## src/rtl/char_classifier.sv

```systemverilog
// ASCII byte classifier for the string recognizer: per-byte class flags, per-string
// length/ASCII check, results buffered in a 2-entry FIFO with valid/ready on both sides.
module char_classifier #(
    parameter int unsigned MAX_LEN = 15,
    parameter int unsigned LEN_W   = 4
) (
    input  logic             clk,
    input  logic             rst,
    input  logic [7:0]       in_data,
    input  logic             in_valid,
    output logic             in_ready,
    input  logic             out_ready,
    output logic             valid,
    output logic             start_stop,
    output logic             small_letter,
    output logic             capital_letter,
    output logic             number,
    output logic             hex_digit,
    output logic             punctuation_basic,
    output logic             punctuation_finance,
    output logic             parentheses,
    output logic             curly_braces,
    output logic             math_symbol,
    output logic             whitespace,
    output logic             vowel,
    output logic             consonant,
    output logic             other,
    output logic             verify_error,
    output logic [LEN_W-1:0] str_len
);

    typedef struct packed {
        logic             start_stop;
        logic             small_letter;
        logic             capital_letter;
        logic             number;
        logic             hex_digit;
        logic             punctuation_basic;
        logic             punctuation_finance;
        logic             parentheses;
        logic             curly_braces;
        logic             math_symbol;
        logic             whitespace;
        logic             vowel;
        logic             consonant;
        logic             other;
        logic             verify_error;
        logic [LEN_W-1:0] str_len;
    } entry_t;

    entry_t           new_entry;
    entry_t           head_q, head_d, tail_q, tail_d;
    logic [1:0]       count_q, count_d;
    logic             valid_q, in_ready_q;
    logic [LEN_W-1:0] len_q, len_d;
    logic             ovf_q, ovf_d;
    logic             wr, rd;

    assign wr = in_valid & in_ready_q;
    assign rd = valid_q & out_ready;

    // Class flags and length check for the byte currently offered
    always_comb begin
        new_entry = '0;
        len_d     = len_q;
        ovf_d     = ovf_q;

        new_entry.start_stop     = (in_data == 8'h00);
        new_entry.small_letter   = (in_data >= 8'h61) && (in_data <= 8'h7A);
        new_entry.capital_letter = (in_data >= 8'h41) && (in_data <= 8'h5A);
        new_entry.number         = (in_data >= 8'h30) && (in_data <= 8'h39);
        new_entry.hex_digit      = new_entry.number
                                 || ((in_data >= 8'h41) && (in_data <= 8'h46))
                                 || ((in_data >= 8'h61) && (in_data <= 8'h66));
        case (in_data)
            8'h2E, 8'h2C, 8'h3A, 8'h3B, 8'h21, 8'h3F, 8'h27, 8'h22: new_entry.punctuation_basic   = 1'b1;
            8'h23, 8'h24, 8'h25, 8'h26, 8'h40:                      new_entry.punctuation_finance = 1'b1;
            8'h28, 8'h29, 8'h5B, 8'h5D:                             new_entry.parentheses         = 1'b1;
            8'h7B, 8'h7D:                                           new_entry.curly_braces        = 1'b1;
            8'h2B, 8'h2D, 8'h2A, 8'h2F, 8'h5C, 8'h3D, 8'h3C, 8'h3E: new_entry.math_symbol         = 1'b1;
            8'h20, 8'h09, 8'h0A, 8'h0D:                             new_entry.whitespace          = 1'b1;
            8'h61, 8'h65, 8'h69, 8'h6F, 8'h75,
            8'h41, 8'h45, 8'h49, 8'h4F, 8'h55:                      new_entry.vowel               = 1'b1;
            default: ;
        endcase
        new_entry.consonant = (new_entry.small_letter | new_entry.capital_letter) & ~new_entry.vowel;
        new_entry.other = ~(new_entry.start_stop | new_entry.small_letter | new_entry.capital_letter
                          | new_entry.number | new_entry.punctuation_basic | new_entry.punctuation_finance
                          | new_entry.parentheses | new_entry.curly_braces | new_entry.math_symbol
                          | new_entry.whitespace);

        if (new_entry.start_stop) begin
            new_entry.str_len      = '0;
            new_entry.verify_error = 1'b0;
            if (wr) begin
                len_d = '0;
                ovf_d = 1'b0;
            end
        end else if (len_q < LEN_W'(MAX_LEN)) begin
            new_entry.str_len      = len_q + LEN_W'(1);
            new_entry.verify_error = ovf_q | in_data[7];
            if (wr) len_d = len_q + LEN_W'(1);
        end else begin
            // saturated: this byte and the rest of the string are flagged
            new_entry.str_len      = len_q;
            new_entry.verify_error = 1'b1;
            if (wr) ovf_d = 1'b1;
        end
    end

    // FIFO next state; the head register is zeroed whenever the FIFO is empty
    always_comb begin
        count_d = count_q;
        head_d  = head_q;
        tail_d  = tail_q;
        case (count_q)
            2'd0: begin
                if (wr) begin
                    head_d  = new_entry;
                    count_d = 2'd1;
                end
            end
            2'd1: begin
                if (wr && rd) begin
                    head_d = new_entry;
                end else if (wr) begin
                    tail_d  = new_entry;
                    count_d = 2'd2;
                end else if (rd) begin
                    head_d  = '0;
                    count_d = 2'd0;
                end
            end
            2'd2: begin
                if (rd) begin
                    head_d  = tail_q;
                    tail_d  = '0;
                    count_d = 2'd1;
                end
            end
            default: begin
                head_d  = '0;
                tail_d  = '0;
                count_d = 2'd0;
            end
        endcase
    end

    always_ff @(posedge clk or posedge rst) begin
        if (rst) begin
            count_q    <= 2'd0;
            head_q     <= '0;
            tail_q     <= '0;
            valid_q    <= 1'b0;
            in_ready_q <= 1'b0;
            len_q      <= '0;
            ovf_q      <= 1'b0;
        end else begin
            count_q    <= count_d;
            head_q     <= head_d;
            tail_q     <= tail_d;
            valid_q    <= (count_d != 2'd0);
            in_ready_q <= (count_d != 2'd2);
            len_q      <= len_d;
            ovf_q      <= ovf_d;
        end
    end

    assign in_ready            = in_ready_q;
    assign valid               = valid_q;
    assign start_stop          = head_q.start_stop;
    assign small_letter        = head_q.small_letter;
    assign capital_letter      = head_q.capital_letter;
    assign number              = head_q.number;
    assign hex_digit           = head_q.hex_digit;
    assign punctuation_basic   = head_q.punctuation_basic;
    assign punctuation_finance = head_q.punctuation_finance;
    assign parentheses         = head_q.parentheses;
    assign curly_braces        = head_q.curly_braces;
    assign math_symbol         = head_q.math_symbol;
    assign whitespace          = head_q.whitespace;
    assign vowel               = head_q.vowel;
    assign consonant           = head_q.consonant;
    assign other               = head_q.other;
    assign verify_error        = head_q.verify_error;
    assign str_len             = head_q.str_len;

endmodule

```

## config.mk

```make
export PLATFORM = sky130hd
export DESIGN_NAME = char_classifier
export DESIGN_NICKNAME = d
export VERILOG_FILES = /design/src/rtl/char_classifier.sv
export SDC_FILE = /design/constraint.sdc
export NUM_CORES = 1
export LEC_CHECK = 0
export ABC_AREA = 1
export ABC_CLOCK_PERIOD_IN_PS = 3750
export CAP_MARGIN = 20
export CORE_ASPECT_RATIO = 0.9
export CORE_MARGIN = 2
export CORE_UTILIZATION = 35
export DETAILED_ROUTE_END_ITERATION = 16
export GPL_TIMING_DRIVEN = 0
export PLACE_DENSITY_LB_ADDON = 0.3
export SYNTH_ARGS = -nofsm -noshare
export SYNTH_HDL_FRONTEND = slang
export SYNTH_SLANG_ARGS = --single-unit
```

## constraint.sdc

```tcl
create_clock -name clk -period 3.75 [get_ports clk]
set_input_delay 0.375 -clock clk [delete_from_list [all_inputs] [get_ports clk]]
set_output_delay 0.375 -clock clk [all_outputs]
set_load 0.005 [all_outputs]
```

* Yosys cells after proc, flatten, opt, wreduce, memory -nomap -nowiden
Index checks and enable logic that the tools add are counted.
** Storage, ports and cells
- Flip-flop bits (word level) :: 47
- Latch bits :: 0
- Memory bits (writable) :: 0
- ROM bits :: 0
- Input port bits :: 12
- Output and inout port bits :: 21
- Logic and storage cells :: 169
- Memories kept :: 0
** Cells by class
- $add $sub $neg :: 1
- Multiply operators :: 0
- Divide/modulo/power cells :: 0
- $lt $le $gt $ge :: 9
- Eq/ne operators :: 51
- Shift operators :: 0
- Multiplexer cells :: 31
- Bitwise gates (word level) :: 17
- Reductions and logical operators :: 23
** Operator list (number)
- $eq 8x6->1 const B :: 22
- $eq 8x7->1 const B :: 16
- $mux 19 :: 6
- $pmux 19 s3 :: 2
- $le 8x7->1 const B :: 4
- $eq 8x4->1 const B :: 3
- $ge 8x7->1 const B :: 2
- $mux 4 :: 4
- $reduce_or 8->1 :: 2
- $ne 2x2->1 const B :: 6
- $mux 1 :: 11
- $or 1x1->1 :: 11
- $mux 2 :: 5
- $mux 5 :: 2
- $reduce_or 10->1 :: 1
- $ge 8x6->1 const B :: 1
- $le 8x6->1 const B :: 1
- $logic_not 8->1 :: 1
- $reduce_and 4->1 :: 2
- $reduce_or 4->1 :: 2
- $logic_and 1x1->1 :: 6
- $ne 3x3->1 const B :: 2
- $pmux 2 s3 :: 1
- $reduce_or 5->1 :: 1
- other kinds (11) :: 18

* Longest topological paths before layout
Gate-level depths: netlist of run 1.
- Depth in word-level cells :: 15
- Mapped depth :: 14
- Depth with buffers taken out :: 14

* Least setup slack after synthesis of run 1
OpenSTA, ideal clock, no wires.
- Kind :: register to register
- From :: reg len_q[0]
- To :: reg head_q (netlist bit str_len[1])
- Setup time :: 0.123 ns
- Arrival :: 1.410 ns
- Path slack :: 2.217 ns
- Cell stages (with the launch flop) :: 10
- Path buffers :: 0
- Clock period less this slack :: 1.533 ns
- Cell sequence :: dfrtp_1 > ha_1 > nand2_1 > nor2_1 > inv_1 > nand3_1 > a21boi_1 > nor2_1 > a21oi_1 > o21ai_1
** On the way
- Word-level cells in the longest chain between the ends :: 5
** RTL lines
- start, declared :: line 55 : logic [LEN_W-1:0] len_q, len_d;
- start signal, assigned :: line 164 : len_q <= len_d;
- $add 4x1->4 / $lt 4x4->1 (equally long branches) :: line 100, 99
- $mux 5 * :: line 99 : end else if (len_q < LEN_W'(MAX_LEN)) begin
- $mux 5 * :: line 92 : if (new_entry.start_stop) begin
- $mux 19 (on tied branches) :: line 124, 118
- $pmux 19 s3 * :: line 116 : case (count_q)
- end signal, assigned :: line 152 : head_q <= '0;
- end signal, assigned :: line 160 : head_q <= head_d;
- end, declared :: line 52 : entry_t head_q, head_d, tail_q, tail_d;
Every way passes the cells marked *; elsewhere a longest branch is shown, timed or not. The select of a mux whose other input is x is not followed.
A chain may end at the register's enable or synchronous reset.

* Worst setup path in the final report of run 1
- From :: in in_data[7]
- To :: reg head_q (netlist bit str_len[1])
** On the way
- Word-level cells in the longest chain between the ends :: 4
** RTL lines
- start, declared :: line 9 : input logic [7:0] in_data,
- $logic_not 8->1 * :: line 68 : new_entry.start_stop = (in_data == 8'h00);
- $mux 5 * :: line 92
- $mux 19 (on tied branches) :: line 124, 118
- $pmux 19 s3 * :: line 116
Marks and branches as above.

==> results.toml, run 1 <==
[pwr]
internal_power_mw = 1.29
clkPwrFrac = 0.205
power_leakage_nw = 1.54
peakVddDrop_v = 0.000369
power.density_nw_per_um2 = 665
combinationalPowerShare = 0.451
switching_power_mw = 0.865
power.total_mw = 2.16
p_seq_frac = 0.344
switching_share = 0.401

[sta]
tightest_slew_ps = 683
fin_crit_sh = 0.562
fmax_ghz = 0.474
fin_ws_ps = 1640
rsz0062_at_grt = "false"
relSlewSlack = 0.540
setup_viol_count_final = 0
hold_viol = 0
setup_tns_ps = 0
skew_ps = 13.0
slew_violations = 0
fin_crit_ps = 2110

[clocking]
clock-root-buffer = "clkbuf_8"
cts_sinks = 47
cts_tree = "built"
htreeDepth = 2
clkTransAtPathRegs_ps = 90
max-clock-path-buffers = 2
ctsResizeCount = 0
numCtsBuffers = 5
clock_latency_ps = 310
cts_setup_buffers = 0
hold_buffers = 0

[die]
die_x_um = 95.8
std_cell_rows = 30
io_pins = 33
die_h_um = 86.6
initial_core_util = 0.357
core-area_um2 = 7430
die_area_um2 = 8300

[yosys]
synth_top_area_share = 0.443
synthMuxAreaShare = 0
synth_area_per_cell_um2 = 7.29
yosysTopAreaCell = "dfrtp_1"
ys_async_sr_fraction = 1.00
synthCells = 364
ys_seq_elements = 47
synth.area.top_cells = "dfrtp_1 (44%), nand2_1 (15%), o21ai_0 (5.3%)"
synth_compound_area_frac = 0.176
synth_edf_count = 0
yosysWarnings = 0
synth_area_um2 = 2660
syn-num-nets = 377
yosysMostFrequentCell = "nand2_1"
yosysUniqueCellTypes = 31
ys_seq_area_frac = 0.443
ys_top_cells_by_count = "nand2_1 (103), dfrtp_1 (47), nor2_1 (33)"
synth_top_family_by_area = "simple AND/OR/NAND/NOR gates"
synth_fa_ha_area_frac = 0.00471
synthSimpleGateAreaFrac = 0.297
synth_xor_area_frac = 0
synth_flop_cell = "dfrtp_1"

[global_route]
antenna_found_initial = 0
grt_overflow = 0
grt.total_usage = 0.168
grt_pass1_wl_um = 11000
grt_pass1_vias = 2400
grt_max_degree = 26

[detailed_routing]
vias = 2462
vias_per_cell = 4.92
drt-wirelength-per-cell_um = 12.7
drt-total-wl_um = 6350
drt_iter0_markers = 150
drc = 0
postRouteAntennaNets = 0
dr.pass1.iters = 5

[status]
status = "completed"

[setup_path]
required_ps = 3940
path_max_fanout = 8
ff2ff_path_depth = 9
crit_path_end_kind = "register"
crit_path_start_kind = "primary input"
crit_arrival_ps = 2290
worstSetupPathType = "primary input to register"

[placed_design]
place_ws_ps = 1370
place_congestion = 0.890
dp_hpwl_um = 4920
numPortBuffers = 31
dp.cells = 492

[min_path]
min_path_type = "primary input to asynchronous set/reset pin"

[final_layout]
nNetsFinal = 416
final_cells = 500
finalCoreUtilization = 0.436
synthToLayoutAreaGrowth_pct = 22.1
layout-drive-gt1-share = 0.124
n_antenna_cell = 0

[job]
drv_cap = 0
[registers in the layout (all words and copies together) (netlist names), 2 cells and up]
signal	cells
count_q	2
len_q	4
str_len	4
tail_q	19
[per-layer routing]
layer / GRT usage / share of wire / up-vias / wire length (um)
li1: - / - / 1266 / -
met1: 0.237 / 0.50 / 1149 / 3200
met2: 0.273 / 0.45 / 40 / 2880
met3: 0.0287 / 0.034 / 7 / 217
met4: 0.0351 / 0.0077 / 0 / 49
met5: 0 / 0 / - / 0
[logic make-up (layout without fill, tap and decap cells)]
kind of cell	after synthesis	after routing
AOI/OAI and AO/OA	83	83
and+or+nand+nor	181	181
buffers and inverters	52	92
DFF	47	47
adders and majority gates	1	1
[final timing paths]
check | start | endpoint | slack [ps]
worst min register to register | str_len[2] | str_len[2] | 480
max in group asynchronous | rst | tail_q[1] | 2820
min in group clk | str_len[2] | str_len[2] | 480
worst max register to register | len_q[0] | str_len[1] | 1750
worst max-delay path | in_data[7] | str_len[1] | 1640
worst min-delay path | rst | count_q[0] | 420
[worst max-delay path: stages]
cell and delay, ps:
clkdlybuf4s50_1 510, inv_2 120, nand2_2 80, nor2_1 280, nand2_4 130, inv_2 100
nor2_2 60, a21boi_1 290, nor2_1 70, a21oi_1 200, o21ai_1 80
[cell usage in the layout (no fill, tap or decap), types with 12 or more instances in the layout]
| master | Yosys | final |
|---|---|---|
| nand2_1 | 103 | 103 |
| dfrtp_1 | 47 | 47 |
| nor2_1 | 33 | 33 |
| inv_1 | 32 | 31 |
| clkdlybuf4s50_1 | 0 | 31 |
| o21ai_0 | 28 | 28 |
| a21oi_1 | 18 | 18 |
| nand3_1 | 18 | 18 |
| o22ai_1 | 15 | 15 |
| inv_2 | 11 | 12 |
[through the flow]
| step | instance area [um2] | hold slack, ps |
|---|---|---|
| after global routing | 3240 | 474 |
| final | 3240 | 424 |
| after global placement | 3090 | 466 |
| after CTS | 3240 | 435 |
| after detailed placement | 3110 | 464 |
| after floorplan | 2660 | 449 |
[power groups by stage]
stage,clock network (mW),registers (mW),logic (mW)
2_1_floorplan,0,0.744,0.642
4_1_cts,0.451,0.741,0.983
3_5_place_dp,0,0.749,0.976
6_report,0.442,0.741,0.973
5_1_grt,0.469,0.762,1.11
3_3_place_gp,0,0.746,0.963
[final cells by class]
type,count,area [um2]
inverters,44,165
repair buffers,32,330
multi-input cells,265,1270
plain buffers,8,46.3
well taps,96,120
clock buffers,5,68.8
flip-flops and latches,47,1180
clock inverters,3,67.6
fillers,776,4190
Note: power is estimated with default switching activity, not from simulation.
==> inputs of run 2 (changes only) <==
Settings changed: ABC_CLOCK_PERIOD_IN_PS 3750 to 2050.
Clock period 3.75 ns to 2.05 ns, I/O delays scaled along.
==> run 2 against run 1 <==
Net effect: clock skew fell by 0.68 ps; wire length fell by 0.38%; first-iteration DRC count rose by 10%; combinational power rose by 83%; power rose by 83%; critical path depth fell by 2; flip-flop and latch count did not move; non-clock buffer count did not move; design area rose by 0.15%; die area did not move; sequential power rose by 84%; critical endpoint unchanged.
==> results.toml, run 2 (synthesis gave the netlist of run 1 again) <==
[min_path]
min_path_type = "primary input to asynchronous set/reset pin"

[global_route]
grt.total_usage = 0.168
grt_max_degree = 26
grt_overflow = 0
grt_pass1_vias = 2400
grt_pass1_wl_um = 11000
antenna_found_initial = 0

[clocking]
clock_latency_ps = 310
numCtsBuffers = 5
htreeDepth = 2
cts_tree = "built"
clock-root-buffer = "clkbuf_8"
clkTransAtPathRegs_ps = 90
cts_sinks = 47
max-clock-path-buffers = 2
cts_setup_buffers = 0

[job]
drv_cap = 0

[sta]
hold_viol = 0
tightest_slew_ps = 501
fin_crit_sh = 0.920
whs_ps = 255
skew_ps = 12.4
rsz0062_at_grt = "false"
fin_crit_ps = 1890
fin_ws_ps = 165
slew_violations = 0
fmax_ghz = 0.530
relSlewSlack = 0.666
setup_viol_count_final = 0
setup_tns_ps = 0

[final_layout]
regMostFlops = "tail_q"
fillCellCount = 777
largest_reg_flops = 19
layout-drive-gt1-share = 0.129
most-common-layout-cells = "nand2_1 (103), dfrtp_1 (47), nor2_1 (31), inv_1 (31), clkdlybuf4s50_1 (31)"
layout_commonest_cell = "nand2_1"
postLayoutCellArea_um2 = 3250
n_antenna_cell = 0
synthToLayoutAreaGrowth_pct = 22.3
nNetsFinal = 416

[status]
status = "completed"

[pwr]
power_leakage_nw = 1.54
power.density_nw_per_um2 = 1220
power.total_mw = 3.95
peakVddDrop_v = 0.000671

[setup_path]
reg2reg_slack_ps = 160
regToRegStartpoint = "len_q[0]"
r2r-end = "str_len[1]"
crit_path_end_kind = "register"
required_ps = 2240
ff2ff_path_depth = 9
worstSetupPathType = "register to register"
crit_arrival_ps = 2070
path_max_fanout = 6
crit_path_start_kind = "register"

[die]
die_h_um = 86.6
core-area_um2 = 7430
initial_core_util = 0.357
std_cell_rows = 30
die_x_um = 95.8
io_pins = 33
die_area_um2 = 8300

[detailed_routing]
vias = 2461
postRouteAntennaNets = 0
drt-total-wl_um = 6320
drc = 0
vias_per_cell = 4.92
drt_iter0_markers = 165
dr.pass1.iters = 4
drt-wirelength-per-cell_um = 12.6

[placed_design]
dp_hpwl_um = 4920
numPortBuffers = 31
place_ws_ps = -162
place_congestion = 0.890
dpl-instance-area_um2 = 3110
run 2: cell counts in the layout (fill, tap and decap cells not counted):
Identical to the previous run, type by type.
run 2: worst max path at each step:
stage / cells past startpoint / slack [ps] / to / start
2_1_floorplan: 9 / 520 / str_len[1] / len_q[0]
3_3_place_gp: 2 / -250 / len_q[3] / rst
3_5_place_dp: 11 / -160 / str_len[1] / in_data[7]
4_1_cts: 7 / 90 / curly_braces / in_ready
5_1_grt: 9 / 7 / str_len[1] / len_q[0]
6_report: 9 / 160 / str_len[1] / len_q[0]
run 2: area by class of cell:
type / count / area [um2] / area share
plain buffers: 8 / 46.3 / 0.0143
clock buffers: 5 / 68.8 / 0.0212
well taps: 96 / 120 / 0.0370
repair buffers: 32 / 330 / 0.102
clock inverters: 3 / 67.6 / 0.0208
multi-input cells: 265 / 1270 / 0.392
inverters: 44 / 165 / 0.0509
flip-flops and latches: 47 / 1180 / 0.362
run 2: repair_timing:
item,4_1_cts,5_1_grt
setup endpoints to repair,0,5
hold buffers,0,0
resized for setup,0,3
endpoints found under the hold margin,0,0
run 2: routing by layer:
layer,part of all wire,vias up,global-route usage
met5,0,-,0
met4,0.0085,0,0.0351
met3,0.038,7,0.0287
met2,0.46,48,0.273
met1,0.50,1138,0.237
li1,-,1268,-
run 2: where the power goes:
group	total (mW)	internal [mW]	switching [mW]
registers	1.36	1.20	0.153
logic	1.78	0.675	1.11
clock network	0.807	0.486	0.321
total	3.95	2.36	1.58
run 2: metrics by stage:
stage,utilization,cells
floorplan,-,364
global placement,0.415,491
detailed placement,0.418,492
CTS,0.436,500
global route,0.437,500
finish,0.437,500
run 2: worst max-delay path: stages, from the launching register on:
cell and delay (ps):
dfrtp_1 390, ha_1 200, nand2_1 80, nor2_2 210, inv_1 110, nand3_1 110
a21boi_1 340, nor2_1 70, a21oi_1 190, o21ai_1 80
==> inputs of run 3 (changes only) <==
Settings changed: CORE_MARGIN 2 to 1.5.
==> run 3 against run 2 <==
Net effect: die area decreased by 2.2%; sequential power about the same; setup slack improved by 22 ps; design area decreased by 0.19%; clock power increased by 0.6%; register-to-register slack improved by 95 ps; sequential share of layout area increased by 0.070 points; largest cell class unchanged.
==> results.toml, run 3 (synthesis gave the netlist of run 1 again) <==
[clocking]
cts_sinks = 47
cts_tree = "built"
clock_latency_ps = 310
clock-root-buffer = "clkbuf_8"
clkTransAtPathRegs_ps = 90
numCtsBuffers = 5
ctsResizeCount = 0
cts_setup_buffers = 0
hold_buffers = 0
max-clock-path-buffers = 2
htreeDepth = 2

[global_route]
grt.total_usage = 0.176
grt_pass1_vias = 2454
grt_overflow = 0
grt_pass1_wl_um = 11300
grt_max_degree = 37
antenna_found_initial = 0

[setup_path]
required_ps = 2260
r2r-end = "str_len[1]"
reg2reg_slack_ps = 260
path_max_fanout = 8
crit_arrival_ps = 2070
worstSetupPathType = "primary input to register"
regToRegStartpoint = "len_q[0]"
crit_path_end_kind = "register"
crit_path_start_kind = "primary input"
ff2ff_path_depth = 9

[detailed_routing]
wl_met1_um = 3030
vias_per_cell = 5.04
drt-total-wl_um = 6380
drt_iter0_markers = 199
vias = 2507
drt-wirelength-per-cell_um = 12.8
wl_met2_um = 2950
drc = 0
top_layer_used = "met4"
postRouteAntennaNets = 0
dr.pass1.iters = 4
wl_met3_um = 337

[final_layout]
layout_commonest_cell = "nand2_1"
largest_reg_flops = 19
n_antenna_cell = 0
nNetsFinal = 416
final_cells = 497
postLayoutCellArea_um2 = 3240
finalCoreUtilization = 0.451
layout-drive-gt1-share = 0.126
synthToLayoutAreaGrowth_pct = 22.1
regMostFlops = "tail_q"
most-common-layout-cells = "nand2_1 (103), dfrtp_1 (47), nor2_1 (32)"
fillCellCount = 713

[job]
drv_cap = 0

[sta]
rsz0062_at_grt = "false"
slew_violations = 0
relSlewSlack = 0.686
fmax_ghz = 0.537
setup_viol_count_final = 0
tightest_slew_ps = 471
fin_crit_sh = 0.909
whs_ps = 140
skew_ps = 8.30
hold_viol = 0
fin_crit_ps = 1860

[placed_design]
numPortBuffers = 31
dpl-instance-area_um2 = 3100
place_congestion = 0.896
dp_hpwl_um = 4960
dp.cells = 489

[status]
status = "completed"

[pwr]
power.density_nw_per_um2 = 1220
power.total_mw = 3.95
power_leakage_nw = 1.54
peakVddDrop_v = 0.000604

[die]
core-area_um2 = 7180
die_x_um = 94.8
io_pins = 33
die_h_um = 85.6
std_cell_rows = 29
initial_core_util = 0.370
die_area_um2 = 8120

[min_path]
min_path_type = "primary input to asynchronous set/reset pin"
-- run 3: changes by cell type in the layout (fill, tap and decap cells not counted) --
cell | before | now
nor2_1 | 31 | 32
nor2_2 | 11 | 10
-- run 3: report_power, final --
| part | switching, mW | internal [mW] | leakage, nW | total [mW] |
|---|---|---|---|---|
| Clock | 0.326 | 0.486 | 0.0644 | 0.812 |
| Sequential | 0.156 | 1.20 | 0.622 | 1.36 |
| Combinational | 1.11 | 0.675 | 0.854 | 1.78 |
| Total | 1.59 | 2.36 | 1.54 | 3.95 |
-- run 3: how the worst max path moves through the flow --
stage	start	to	slack, ps	depth (start not counted)
2_1_floorplan	len_q[0]	str_len[1]	520	9
3_3_place_gp	rst	len_q[2]	-240	2
3_5_place_dp	in_data[7]	str_len[1]	-160	11
4_1_cts	in_ready	curly_braces	60	7
5_1_grt	in_data[7]	str_len[1]	10	11
6_report	in_data[7]	str_len[1]	190	11
-- run 3: routing by layer --
layer / up-vias / track usage
li1: 1260 / -
met1: 1188 / 0.246
met2: 52 / 0.276
met3: 7 / 0.0408
met4: 0 / 0.0421
met5: - / 0
-- run 3: final cells by class --
cell class              instances  area, um2  area share
clock buffers                   5       68.8      0.0212
plain buffers                   8       46.3      0.0143
inverters                      44        165      0.0510
repair buffers                 32        330       0.102
well taps                      93        116      0.0359
flip-flops and latches         47       1180       0.363
multi-input cells             265       1270       0.392
clock inverters                 3       67.6      0.0208
-- run 3: through the flow --
step                worst slack, ps  setup TNS [ps]
global placement               -243          -13450
floorplan                       517               0
finish                          187               0
global route                   13.7               0
CTS                            56.0               0
detailed placement             -163           -1650
-- run 3: critical path, cell delays in order --
cell and delay, ps:
clkdlybuf4s50_1 510, inv_2 130, nand2_2 80, nor2_1 270, nand2_4 130, inv_2 100
nor2_2 60, a21boi_1 280, nor2_1 70, a21oi_1 150, o21ai_1 70
